--- config.mk ---
export PLATFORM = sky130hd
export DESIGN_NAME = seg7_scan_driver
export DESIGN_NICKNAME = d
export VERILOG_FILES = /design/src/rtl/seg7_pkg.sv /design/src/rtl/seg7_hex_decode.sv /design/src/rtl/seg7_scan_driver.sv
export SDC_FILE = /design/constraint.sdc
export NUM_CORES = 1
export LEC_CHECK = 0
export ABC_AREA = 1
export BUFFER_PORTS_ARGS = -buffer_cell sky130_fd_sc_hd__buf_4
export CORE_AREA = 2 2 95 97
export DETAILED_ROUTE_END_ITERATION = 6
export DIE_AREA = 0 0 97 99
export GPL_TIMING_DRIVEN = 0
export SLEW_MARGIN = 20
export SYNTH_ARGS = -nofsm -noshare
export SYNTH_HDL_FRONTEND = slang
export SYNTH_SLANG_ARGS = --single-unit
--- constraint.sdc ---
create_clock -name clk -period 2.47 [get_ports clk]
set_input_delay 0.494 -clock clk [delete_from_list [all_inputs] [get_ports clk]]
set_output_delay 0.494 -clock clk [all_outputs]
set_load 0.05 [all_outputs]
--- src/rtl/seg7_pkg.sv ---
// seg7_pkg: shared definitions for the 4-digit scanned 7-segment driver.
//   - Active-low segment patterns {g,f,e,d,c,b,a} for hex digits 0..F
//   - Blank patterns for segments and anodes
//   - Per-frame snapshot record
//   - digit_sel(): picks digit idx from the packed word (BCD bytes or hex nibbles)
package seg7_pkg;

  localparam logic [6:0] SEG_0 = 7'b1000000;
  localparam logic [6:0] SEG_1 = 7'b1111001;
  localparam logic [6:0] SEG_2 = 7'b0100100;
  localparam logic [6:0] SEG_3 = 7'b0110000;
  localparam logic [6:0] SEG_4 = 7'b0011001;
  localparam logic [6:0] SEG_5 = 7'b0010010;
  localparam logic [6:0] SEG_6 = 7'b0000010;
  localparam logic [6:0] SEG_7 = 7'b1111000;
  localparam logic [6:0] SEG_8 = 7'b0000000;
  localparam logic [6:0] SEG_9 = 7'b0010000;
  localparam logic [6:0] SEG_A = 7'b0001000;
  localparam logic [6:0] SEG_B = 7'b0000011;
  localparam logic [6:0] SEG_C = 7'b1000110;
  localparam logic [6:0] SEG_D = 7'b0100001;
  localparam logic [6:0] SEG_E = 7'b0000110;
  localparam logic [6:0] SEG_F = 7'b0001110;

  localparam logic [6:0] SEG_BLANK = 7'b1111111;
  localparam logic [3:0] AN_OFF    = 4'b1111;

  // Inputs frozen for one full frame so a digit update never tears.
  typedef struct packed {
    logic [31:0] value;
    logic        flag;
    logic        blank_en;
    logic [3:0]  dp;
  } snap_t;

  // flag = 0: digit k is the low nibble of byte k (BCD packing).
  // flag = 1: digit k is nibble k of the low 16 bits (hex).
  function automatic logic [3:0] digit_sel(input logic [31:0] value,
                                           input logic        flag,
                                           input logic [1:0]  idx);
    logic [3:0] hex_d;
    logic [3:0] bcd_d;
    case (idx)
      2'd0:    begin hex_d = value[3:0];   bcd_d = value[3:0];   end
      2'd1:    begin hex_d = value[7:4];   bcd_d = value[11:8];  end
      2'd2:    begin hex_d = value[11:8];  bcd_d = value[19:16]; end
      default: begin hex_d = value[15:12]; bcd_d = value[27:24]; end
    endcase
    return flag ? hex_d : bcd_d;
  endfunction

endpackage

--- src/rtl/seg7_hex_decode.sv ---
// seg7_hex_decode: combinational nibble -> active-low 7-segment pattern.
//   i_nibble : 4-bit digit value (full hex; BCD values above 9 decode as hex)
//   o_seg    : {g,f,e,d,c,b,a}, active low
module seg7_hex_decode
  import seg7_pkg::*;
(
  input  logic [3:0] i_nibble,
  output logic [6:0] o_seg
);

  always_comb begin
    o_seg = SEG_BLANK;
    case (i_nibble)
      4'h0: o_seg = SEG_0;
      4'h1: o_seg = SEG_1;
      4'h2: o_seg = SEG_2;
      4'h3: o_seg = SEG_3;
      4'h4: o_seg = SEG_4;
      4'h5: o_seg = SEG_5;
      4'h6: o_seg = SEG_6;
      4'h7: o_seg = SEG_7;
      4'h8: o_seg = SEG_8;
      4'h9: o_seg = SEG_9;
      4'hA: o_seg = SEG_A;
      4'hB: o_seg = SEG_B;
      4'hC: o_seg = SEG_C;
      4'hD: o_seg = SEG_D;
      4'hE: o_seg = SEG_E;
      default: o_seg = SEG_F;
    endcase
  end

endmodule

--- src/rtl/seg7_scan_driver.sv ---
// seg7_scan_driver: time-multiplexed driver for a 4-digit common-anode display.
//   clk, reset : system clock, synchronous active-high reset
//   value      : packed word (BCD byte-packed or raw hex, chosen by flag)
//   flag       : 0 = BCD packing, 1 = hex of value[15:0]
//   blank_en   : 1 = blank leading zeros (digit 0 always shown)
//   dp_in      : per-digit decimal point request, 1 = lit
//   an         : anode enables, active low, an[0] = rightmost digit
//   seg        : {g,f,e,d,c,b,a}, active low
//   dp         : decimal point, active low
// One digit is scanned per REFRESH_DIV cycles; inputs are snapshotted on the
// idx 3->0 wrap, and all outputs are registered (1 cycle after idx/snapshot).
module seg7_scan_driver
  import seg7_pkg::*;
#(
  parameter int unsigned REFRESH_DIV = 50000,
  parameter int unsigned NUM_DIGITS  = 4
) (
  input  logic        clk,
  input  logic        reset,
  input  logic [31:0] value,
  input  logic        flag,
  input  logic        blank_en,
  input  logic [3:0]  dp_in,
  output logic [3:0]  an,
  output logic [6:0]  seg,
  output logic        dp
);

  localparam int unsigned PW       = (REFRESH_DIV > 1) ? $clog2(REFRESH_DIV) : 1;
  localparam logic [PW-1:0] P_LAST = PW'(REFRESH_DIV - 1);
  localparam logic [1:0] IDX_LAST  = 2'(NUM_DIGITS - 1);

  logic [PW-1:0] r_presc;
  logic [1:0]    r_idx;
  snap_t         r_snap;

  logic          w_tick;
  logic [3:0]    w_digit;
  logic [6:0]    w_seg_dec;
  logic          w_nonzero_here_or_above;
  logic          w_blank;
  logic [3:0]    w_an;
  logic [6:0]    w_seg;
  logic          w_dp;

  assign w_tick  = (r_presc == P_LAST);
  assign w_digit = digit_sel(r_snap.value, r_snap.flag, r_idx);

  seg7_hex_decode u_dec (
    .i_nibble (w_digit),
    .o_seg    (w_seg_dec)
  );

  // A slot is a leading zero when it and every more-significant digit are 0.
  always_comb begin
    w_nonzero_here_or_above = 1'b0;
    for (int unsigned j = 0; j < 4; j++) begin
      if ((j >= 32'(r_idx)) &&
          (digit_sel(r_snap.value, r_snap.flag, 2'(j)) != 4'd0)) begin
        w_nonzero_here_or_above = 1'b1;
      end
    end
    w_blank = r_snap.blank_en && (r_idx != 2'd0) && !w_nonzero_here_or_above;
  end

  always_comb begin
    w_an  = AN_OFF;
    w_seg = SEG_BLANK;
    w_dp  = 1'b1;
    if (!w_blank) begin
      w_an  = ~(4'b0001 << r_idx);
      w_seg = w_seg_dec;
      w_dp  = ~r_snap.dp[r_idx];
    end
  end

  always_ff @(posedge clk) begin
    if (reset) begin
      r_presc <= '0;
      r_idx   <= '0;
      r_snap  <= '0;
      an      <= AN_OFF;
      seg     <= SEG_BLANK;
      dp      <= 1'b1;
    end else begin
      r_presc <= w_tick ? '0 : r_presc + 1'b1;
      if (w_tick) begin
        if (r_idx == IDX_LAST) begin
          r_idx  <= '0;
          r_snap <= '{value: value, flag: flag, blank_en: blank_en, dp: dp_in};
        end else begin
          r_idx <= r_idx + 1'b1;
        end
      end
      an  <= w_an;
      seg <= w_seg;
      dp  <= w_dp;
    end
  end

endmodule

==> reports/results.md <==
• **average cell area after synthesis** 7.23 um2
• **Tot Pwr** 1.98 mW
• **Port Buffers** 42
• **Die H** 99 um
• **Overall Global Routing Usage** 14.9%
• **latest clock arrival within the worst-skew pair** 0.35 ns
• **Total Wirelength** 6660 um
• **number of antenna violations at the first check in global routing** 0
• **synthesized instance count** 408
• **total number of yosys warnings** 0
• **RSZ-0062 raised after global routing** false
• **clock slew at the register clock pins of the worst setup and hold paths** 0.07 ns
• **fraction of final layout cells with drive strength greater than 1** 20.0%
• **vias in the first global route** 2577
• **Final Cycle Share** 88.7%
• **global-route wire length before repair** 11700 um
• **class of the most critical setup path** reg2reg
• **minimum clock period after layout** 2.19 ns
• **final-report setup violation count** 0
• **Static Leak** 1.43 nW
• **I/O pin total** 52
• **endpoint kind of the worst setup timing path** register
• **flip-flop and latch count after synthesis** 60
• **area added between synthesis and finish** 22.0%
• **H-tree levels** 3
• **fraction of registers with async set/reset** 0%
• **worst max-slew margin expressed relative to the limit** 65.6%
• **total negative slack** 0 ns
• **maximum buffer depth of the clock tree** 2
• **final weighted congestion in routability-driven placement** 0.835
• **TritonCTS buffer count** 9
• **destination of the worst hold path** r_snap[23]
• **vias per std cell** 4.73
• **largest net degree at the start of global routing** 13
• **# clock sinks** 60
• **Arr. time, crit path** 2.41 ns
• **quantity of hold-fixing buffers added after cts** 0
• **Required @ worst endpoint** 2.69 ns
• **Core Util, Final** 42.1%
• **power density over the cells** 549 nW/um2
• **part of the Yosys area used for sequential elements** 40.7%
• **post-route antenna net violation count** 0
• **primary flip-flop cell chosen by synthesis mapping** sky130_fd_sc_hd__dfxtp_1
• **number of design-rule violations left by the first detailed-router iteration** 97
• **FF-to-FF path depth** 14
• **wire length per cell after detailed routing** 11.6 um
• **clk_skew** 0.0140 ns
• **Die Footprint** 9600 um2
• **placeable core region** 8550 um2
• **# Max-Cap Violations** 0
• **most common library cell in the layout ignoring fill and taps** sky130_fd_sc_hd__nand2_1
• **Antenna diodes** 0
• **Setup Fix Bufs, Post-CTS** 0
• **highest-count cells in the layout ignoring fill and taps** sky130_fd_sc_hd__nand2_1, sky130_fd_sc_hd__dfxtp_1, sky130_fd_sc_hd__buf_4
• **maximum vdd ir drop** 327 uV
• **Residual DRC** 0
• **maximum clock frequency** 0.456 GHz
• **count of flip-flops with a built-in enable after synthesis** 0
• **number of detailed-route iterations in the first pass** 4
• **post-synth cell types** 34
• **total count of hold-check failures in the final report** 0
• **reg2reg start** r_idx[1]
• **netlist area before placement** 2950 um2
• **net count of the finished layout** 513
• **depth of the worst hold-timing path** 3
• **slack of the worst reg-to-reg path** 0.28 ns
• **end of the worst register-to-register path** seg[3]
• **Chip Width** 97 um
• **root cell of the clock tree** sky130_fd_sc_hd__clkbuf_8
• **global route total overflow** 0
• **number of standard-cell rows in the floorplan** 34
• **post-cts resize count** 0
• **effective utilization at floorplan** 34.5%
• **Critical Path Source Type** register
• **hold wc startpoint** value[17]
• **number of vias in the routed layout** 2716
• **Final Max Slew Viols** 0
• **worst-margin pin slew** 0.516 ns
• **net count after synthesis** 460
• **highest net fanout along the worst path** 10
• **half-perimeter wire length after detailed placement** 5050 um
• **status** complete, no violations
• **CTS tree** built
• **worst min path class** in2reg
## cells in the mapped netlist, types with 2 or more instances
| master | count | area share, % |
|---|---|---|
| sky130_fd_sc_hd__nor2_2 | 2 | 0.42 |
| sky130_fd_sc_hd__a21oi_2 | 5 | 1.5 |
| sky130_fd_sc_hd__nand4_1 | 8 | 1.7 |
| sky130_fd_sc_hd__nand2_1 | 143 | 18 |
| sky130_fd_sc_hd__a21oi_1 | 40 | 6.8 |
| sky130_fd_sc_hd__o21a_1 | 2 | 0.51 |
| sky130_fd_sc_hd__xor2_1 | 3 | 0.89 |
| sky130_fd_sc_hd__clkbuf_1 | 3 | 0.38 |
| sky130_fd_sc_hd__or2_2 | 3 | 0.64 |
| sky130_fd_sc_hd__nand2_2 | 3 | 0.64 |
| sky130_fd_sc_hd__buf_2 | 3 | 0.51 |
| sky130_fd_sc_hd__inv_2 | 4 | 0.51 |
| sky130_fd_sc_hd__nand3_1 | 36 | 6.1 |
| sky130_fd_sc_hd__nor3_1 | 2 | 0.34 |
| sky130_fd_sc_hd__o21ai_0 | 4 | 0.68 |
| sky130_fd_sc_hd__nor2_1 | 28 | 3.6 |
| sky130_fd_sc_hd__dfxtp_1 | 60 | 41 |
| sky130_fd_sc_hd__nand3b_1 | 3 | 0.76 |
| sky130_fd_sc_hd__buf_6 | 6 | 2.3 |
| sky130_fd_sc_hd__ha_1 | 12 | 5.1 |
| sky130_fd_sc_hd__inv_1 | 23 | 2.9 |
| sky130_fd_sc_hd__or2_1 | 2 | 0.42 |
| sky130_fd_sc_hd__nand3_4 | 2 | 1.2 |
## logic make-up (layout without fill, tap and decap cells)
logic type               count (synthesis)  count (layout)  synth area share, %
XOR/XNOR                                 3               3                0.890
buffers and inverters                   42             100                 7.16
AND/OR/NAND/NOR                        236             236                 35.6
AO/OA/AOI/OAI                           55              55                 10.6
flip-flops                              60              60                 40.7
adder cells (fa/ha/maj)                 12              12                 5.09
## flip-flops by register name (all words and copies together) (netlist names)
name,flops
an,4
dp,1
r_idx,2
r_presc,16
r_snap,30
seg,7
## routing by layer
layer	share of wire (%)	global-route usage (%)	wire [um]
met1	50	19.8	3350
met2	43	23.3	2880
met3	5.3	4.68	350
met5	0	0	0
met4	1.2	4.23	78
## power by group
group | switching [mW] | leakage [nW] | internal (mW)
Sequential | 0.00468 | 0.487 | 0.977
Combinational | 0.0549 | 0.847 | 0.0454
Clock | 0.425 | 0.100 | 0.470
## per-stage QoR
stage / cells / instance area, um2 / hold WS, ns / worst slack, ns
2_1_floorplan: 408 / 2950 / 0.418 / 0.557
3_3_place_gp: 558 / 3400 / 0.426 / 0.250
3_5_place_dp: 558 / 3400 / 0.438 / 0.231
4_1_cts: 574 / 3600 / 0.391 / 0.209
5_1_grt: 574 / 3600 / 0.387 / 0.0387
6_report: 574 / 3600 / 0.402 / 0.279
## how the worst max path moves through the flow
stage	from	to	slack, ns	cells after the start
floorplan	r_idx[0]	seg[3]	0.56	14
global placement	r_idx[0]	seg[0]	0.25	14
detailed placement	r_idx[0]	seg[3]	0.23	14
CTS	r_idx[0]	seg[3]	0.21	14
global route	r_idx[1]	seg[2]	0.04	14
finish	r_idx[1]	seg[3]	0.28	14
## layout make-up
| class | count | area (um2) |
|---|---|---|
| Inverter | 28 | 106 |
| Fill cell | 907 | 4950 |
| Timing Repair Buffer | 42 | 315 |
| Buffer | 14 | 105 |
| Clock inverter | 7 | 73.8 |
| Clock buffer | 9 | 124 |
| Sequential cell | 60 | 1200 |
| Multi-Input combinational cell | 306 | 1540 |
| Tap cell | 108 | 135 |
## worst max-delay path, stage by stage (launching register included)
cell and delay, ns:
sky130_fd_sc_hd__dfxtp_1 0.44, sky130_fd_sc_hd__inv_1 0.13, sky130_fd_sc_hd__ha_1 0.19, sky130_fd_sc_hd__buf_2 0.18, sky130_fd_sc_hd__nand2_1 0.08, sky130_fd_sc_hd__nand2_1 0.05
sky130_fd_sc_hd__nand2_1 0.06, sky130_fd_sc_hd__nand3_1 0.08, sky130_fd_sc_hd__nand2_1 0.17, sky130_fd_sc_hd__inv_1 0.11, sky130_fd_sc_hd__ha_1 0.24, sky130_fd_sc_hd__inv_1 0.08
sky130_fd_sc_hd__nand3_1 0.07, sky130_fd_sc_hd__nand3_1 0.09, sky130_fd_sc_hd__nand3_1 0.08
Power figures use the tool's default switching activity.
